--- config.mk ---
export PLATFORM = sky130hd
export DESIGN_NAME = emesh2packet_tx
export DESIGN_NICKNAME = d
export VERILOG_FILES = /design/src/rtl/emesh_pkg.sv /design/src/rtl/emesh_skid_buffer.sv /design/src/rtl/emesh2packet_tx.sv
export SDC_FILE = /design/constraint.sdc
export NUM_CORES = 1
export LEC_CHECK = 0
export CAP_MARGIN = 20
export CORE_AREA = 5 5 141 143
export DETAILED_ROUTE_END_ITERATION = 8
export DIE_AREA = 0 0 146 148
export GPL_TIMING_DRIVEN = 1
export HOLD_SLACK_MARGIN = 0.1
export PLACE_DENSITY = 0.85
export RECOVER_POWER = 25
export SLEW_MARGIN = 20
export SYNTH_ARGS = -nofsm -noshare
export SYNTH_HDL_FRONTEND = slang
export SYNTH_SLANG_ARGS = --single-unit
--- constraint.sdc ---
create_clock -name clk -period 6.2 [get_ports clk]
set_clock_uncertainty 0.05 [all_clocks]
set_input_delay 1.24 -clock clk [delete_from_list [all_inputs] [get_ports clk]]
set_output_delay 1.24 -clock clk [all_outputs]
set_load 0.02 [all_outputs]
--- src/rtl/emesh_pkg.sv ---
// Shared EMesh definitions: packet field positions, the 104-bit packing
// function and the skid-buffer occupancy encoding.
package emesh_pkg;

  localparam int AW32 = 32;
  localparam int PW32 = 104;

  localparam int EM_WRITE_BIT = 0;
  localparam int EM_DMODE_LSB = 1;
  localparam int EM_CTRL_LSB  = 3;
  localparam int EM_RSVD_BIT  = 7;
  localparam int EM_DST_LSB   = 8;
  localparam int EM_DATA_LSB  = 40;
  localparam int EM_SRC_LSB   = 72;

  // Occupancy of the two-entry skid buffer; FULL means the skid register holds data.
  typedef enum logic [1:0] {
    SB_EMPTY = 2'd0,
    SB_ONE   = 2'd1,
    SB_FULL  = 2'd2
  } skid_state_e;

  // ctrlmode[4] has no slot on the link and bit 7 is reserved as zero.
  function automatic logic [PW32-1:0] pack_emesh(
    input logic            write,
    input logic [1:0]      datamode,
    input logic [4:0]      ctrlmode,
    input logic [AW32-1:0] dstaddr,
    input logic [AW32-1:0] data,
    input logic [AW32-1:0] srcaddr
  );
    logic [PW32-1:0] pkt;
    pkt                       = '0;
    pkt[EM_WRITE_BIT]         = write;
    pkt[EM_DMODE_LSB +: 2]    = datamode;
    pkt[EM_CTRL_LSB +: 4]     = ctrlmode[3:0];
    pkt[EM_RSVD_BIT]          = 1'b0;
    pkt[EM_DST_LSB +: AW32]   = dstaddr;
    pkt[EM_DATA_LSB +: AW32]  = data;
    pkt[EM_SRC_LSB +: AW32]   = srcaddr;
    return pkt;
  endfunction

endpackage

--- src/rtl/emesh_skid_buffer.sv ---
// Generic two-entry valid/wait skid buffer: an output register backed by a
// skid register, so in_wait is registered and never depends on out_wait.
module emesh_skid_buffer
  import emesh_pkg::*;
#(
  parameter int DW = 104
) (
  input  logic          clk,
  input  logic          reset,
  input  logic          in_valid,
  input  logic [DW-1:0] in_data,
  output logic          in_wait,
  output logic          out_valid,
  output logic [DW-1:0] out_data,
  input  logic          out_wait,
  output skid_state_e   state_dbg
);

  // Handshake: a word enters when in_valid=1 and in_wait=0 at a rising edge;
  // a word leaves when out_valid=1 and out_wait=0. While out_valid=1 and
  // out_wait=1, out_valid and out_data hold stable.

  skid_state_e   state_q;
  skid_state_e   state_d;
  logic [DW-1:0] out_q;
  logic [DW-1:0] skid_q;
  logic          out_free;
  logic          accept;
  logic          skid_valid;

  assign skid_valid = (state_q == SB_FULL);
  assign out_free   = (state_q == SB_EMPTY) | ~out_wait;
  assign accept     = in_valid & ~in_wait;

  always_ff @(posedge clk) begin
    if (reset) begin
      state_q <= SB_EMPTY;
    end else begin
      state_q <= state_d;
    end
  end

  always_comb begin
    state_d = state_q;
    case (state_q)
      SB_EMPTY: begin
        if (accept) state_d = SB_ONE;
      end
      SB_ONE: begin
        if (out_free) state_d = accept ? SB_ONE : SB_EMPTY;
        else if (accept) state_d = SB_FULL;
      end
      SB_FULL: begin
        if (out_free) state_d = accept ? SB_FULL : SB_ONE;
      end
      default: state_d = SB_EMPTY;
    endcase
  end

  always_comb begin
    out_valid = (state_q != SB_EMPTY);
    in_wait   = (state_q == SB_FULL);
    state_dbg = state_q;
  end

  // The older skid entry always drains into the output register first.
  always_ff @(posedge clk) begin
    if (reset) begin
      out_q  <= '0;
      skid_q <= '0;
    end else begin
      if (out_free) begin
        if (skid_valid) out_q <= skid_q;
        else if (accept) out_q <= in_data;
      end
      if (accept && (skid_valid || !out_free)) skid_q <= in_data;
    end
  end

  assign out_data = out_q;

endmodule

--- src/rtl/emesh2packet_tx.sv ---
// EMesh transmit packer: packs an accepted EMesh bundle into a 104-bit
// packet and presents it through a two-entry skid buffer to the fabric.
module emesh2packet_tx
  import emesh_pkg::*;
#(
  parameter int AW = 32,
  parameter int PW = 104,
  parameter int CW = 32
) (
  input  logic          clk,
  input  logic          reset,
  input  logic          access_in,
  input  logic          write_in,
  input  logic [1:0]    datamode_in,
  input  logic [4:0]    ctrlmode_in,
  input  logic [AW-1:0] dstaddr_in,
  input  logic [AW-1:0] srcaddr_in,
  input  logic [AW-1:0] data_in,
  output logic          wait_out,
  output logic          access_out,
  output logic [PW-1:0] packet_out,
  input  logic          wait_in,
  output logic [CW-1:0] pkt_count,
  output logic          err_ctrlmode
);

  logic [PW-1:0] packed_pkt;
  logic          accept;
  logic          xfer;
  logic [CW-1:0] pkt_count_q;
  logic          err_q;
  skid_state_e   skid_state;

  assign packed_pkt = pack_emesh(write_in, datamode_in, ctrlmode_in,
                                 dstaddr_in, data_in, srcaddr_in);
  assign accept     = access_in & ~wait_out;
  assign xfer       = access_out & ~wait_in;

  emesh_skid_buffer #(
    .DW(PW)
  ) u_skid (
    .clk      (clk),
    .reset    (reset),
    .in_valid (access_in),
    .in_data  (packed_pkt),
    .in_wait  (wait_out),
    .out_valid(access_out),
    .out_data (packet_out),
    .out_wait (wait_in),
    .state_dbg(skid_state)
  );

  always_ff @(posedge clk) begin
    if (reset) begin
      pkt_count_q <= '0;
      err_q       <= 1'b0;
    end else begin
      if (xfer) pkt_count_q <= pkt_count_q + CW'(1);
      if (accept && ctrlmode_in[4]) err_q <= 1'b1;
    end
  end

  assign pkt_count    = pkt_count_q;
  assign err_ctrlmode = err_q;

  // A full buffer always has a packet on the output and holds off the source.
  a_full_implies_busy: assert property (@(posedge clk) disable iff (reset)
    (skid_state == SB_FULL) |-> (access_out && wait_out));

endmodule

==> results.yml <==
outcome:
  status: "finished, violations left"
  failed_checks: "max-capacitance violations, max-slew violations"
worst_setup_path:
  crit_type: "reg2reg"
  crit-reg2reg-launch: "u_skid.state_dbg[0]"
  crit_chain: "nand2b_4 > clkbuf_1 > o21ai_0 > and3b_1"
  r2r_cells: 4
  r2r_end: "u_skid.state_dbg[1]"
  cp_top_family: "buffers and inverters"
  critPathMaxFanout: 68
  slowest_delay_ns: 2.38
  cp-start-kind: "flip-flop"
  cp-end-kind: "flip-flop"
  required_ns: 6.54
  crit_buf_inv: 1
  crit_arrival_ns: 4.65
  reg2reg_slack_ns: 1.88
  slowest_stage: "clkbuf_1"
floorplanning:
  die_x_um: 146
  initial_core_util_pct: 51.9
  die_area_um2: 21600
  die_height_um: 148
  rows: 50
  ioPinCount: 247
  core_area_um2: 18500
worst_hold_path:
  hp-class: "reg2reg"
  min_from: "u_skid.skid_q[98]"
  whs_path_depth: 2
  hold_path_end: "u_skid.skid_q[98]"
clock_tree:
  hold_buffers: 0
  clockBufferDepth: 3
  cts-buffers-inserted: 25
  postCtsSetupBuffers: 0
  htreeDepth: 1
  clkSinkCount: 241
  clkTransAtPathRegs_ns: 0.06
  cts-resized-gates: 0
  cts_tree: "built"
  cts_root_buffer: "clkbuf_16"
  clk_latency_ns: 0.50
logic_synthesis:
  synth_top_family_by_area: "simple AND/OR/NAND/NOR gates"
  netlist_instances: 1231
  muxShareOfSynthArea_pct: 0.117
  synth_xor_area_share_pct: 0.822
  synth-simple-area-share_pct: 26.1
  yosys_register_bits: 241
  ys_types: 38
  synth_top_cell_area_share_pct: 50.3
  synth_area_per_cell_um2: 7.79
  ys_warn_count: 0
  yosys.area.top_type: "dfxtp_1"
  synth_ff_type: "dfxtp_1"
  synthArstFlopShare_pct: 0
  synth_nets: 1340
  netlist_area_um2: 9590
  ys_top_cells_by_area: "dfxtp_1 (50%), nand2_1 (17%), a311oi_1 (9.4%)"
  seq_area_frac_synth_pct: 50.3
  yosys.area_share.adder_pct: 0.131
  synth-edff-count: 0
  synth_compound_area_share_pct: 17.9
finish:
  synthToLayoutAreaGrowth_pct: 33.9
  design_area_um2: 12800
  fin_util_pct: 69.6
  drive_above_1_share_pct: 4.00
  final_nets: 1517
  diodes: 0
sta:
  fmax_ghz: 0.232
  period_minus_slack_ns: 4.32
  worst_pin_slew_ns: 3.29
  slew_headroom_pct: -119
  finalHoldViolCount: 0
  hold_ws_ns: 0.403
  rsz0062_at_grt: "false"
  fin_ws_ns: 1.88
  setup_viol: 0
  slew_viol_final: 69
  post-route-period-util_pct: 69.6
  setup_tns_ns: 0
placed_design:
  place_ws_ns: 2.27
  io_buffers: 245
  dp.final_hpwl_um: 16700
  gp_congestion: 0.810
  place_area_um2: 12000
power:
  p_leak_nw: 4.71
  ir_drop_uv: 213
  power_density_nw_per_um2: 289
global_route:
  grtUsageMet2_pct: 42.0
  grt_pass1_vias: 8761
  grt_use_total_pct: 23.3
  use_met1_pct: 27.8
  grt_pass1_wl_um: 42900
  overflow: 0
  grt_busiest_layer: "met2"
  grt_max_degree: 128
  antenna_found_initial: 0
  met3_usage_pct: 4.81
route:
  viasPerCell: 5.58
  drtAntennaViolNets: 0
  drt-total-wl_um: 26600
  drtIter0Drc: 549
  wl_per_cell_um: 16.0
  drcViolationCount: 0
  vias: 9244
  drt_first_pass_iters: 7
run:
  max_cap_viol_count: 1
[state kept, by name, indices dropped and copies added (netlist names)]
signal,cells
err_ctrlmode,1
pkt_count,32
u_skid.out_data,103
u_skid.skid_q,103
u_skid.state_dbg,2
[worst register-to-register path, delay by kind of cell, from the launching register on]
family | cells | cell delay (ns)
compound gates | 1 | 0.32
buf+inv | 1 | 2.38
flops | 1 | 0.59
simple gates | 2 | 0.87
[per-stage QoR]
stage | power [mW] | instances
3_5_place_dp | 2.26 | 1615
3_3_place_gp | 2.25 | 1615
5_1_grt | 3.85 | 1658
2_1_floorplan | 1.99 | 1231
4_1_cts | 3.75 | 1658
6_report | 3.71 | 1658
[routing by layer]
layer,wire [µm],vias up
met5,0,-
met4,716,0
met3,1850,47
met2,13200,301
met1,10800,4332
li1,-,4564
[layout by cell type, fill, tap and decap left out, types with 2 or more instances in the layout]
cell and count:
a311oi_1 103, dlygate4sd3_1 57, o31ai_1 15, bufinv_16 2, xor2_1 4, nand4_1 9
buf_4 9, nor4_1 3, and3_1 4, clkdlybuf4s50_1 187, nor2_1 117, or3_1 6
inv_1 3, xnor2_1 5, clkbuf_1 5, a21oi_1 126, and2_1 5, nand2_1 429
or4_1 16, o21ai_0 7, clkbuf_16 25, and4_1 5, dfxtp_1 241, clkbuf_8 6
clkinv_2 6, nor3_1 3, nand3_1 8
[final cells by class]
cell class	count	area, µm²
fillers	1457	5620
flip-flops and latches	241	4820
multi-input cells	881	4360
repair buffers	255	2520
clock buffers	35	723
well taps	234	293
clock inverters	8	93.8
inverters	4	16.3
[worst max path at each step]
stage,from,cells after the start,to
final,u_skid.state_dbg[0],4,u_skid.state_dbg[1]
after global routing,u_skid.state_dbg[0],4,u_skid.state_dbg[1]
after CTS,u_skid.state_dbg[0],3,wait_out
after detailed placement,wait_in,5,pkt_count[22]
after global placement,wait_in,5,pkt_count[22]
after floorplan,wait_in,5,pkt_count[22]
[synthesized netlist by cell type (2+ instances only)]
master / number
o21ai_0: 7
nand2_1: 429
nand2b_1: 2
inv_1: 3
a311oi_1: 103
o31ai_1: 15
and4_1: 5
dfxtp_1: 241
xnor2_1: 5
buf_1: 10
or3_1: 6
nor2_1: 117
nand4_1: 9
and3_1: 5
nand3_1: 9
and2_1: 5
or4_1: 16
a21oi_1: 126
nor3_1: 3
xor2_1: 4
nor4_1: 3
clkbuf_1: 85
buf_2: 8
[power breakdown]
group	leakage [nW]	internal (mW)	switching, mW
Combinational	2.33	0.235	0.294
Sequential	1.97	1.64	0.0505
Clock	0.408	0.892	0.596
Total	4.71	2.76	0.941
[logic make-up (layout without fill, tap and decap cells)]
kind of cell	Yosys count	count (layout)
AND/OR/NAND/NOR	614	614
AO/OA/AOI/OAI	255	255
flip-flops	241	241
buffers and inverters	109	302
XOR/XNOR	9	9
adder cells (fa/ha/maj)	1	1
other	1	1
multiplexers	1	1
(Power assumes the default switching activity.)
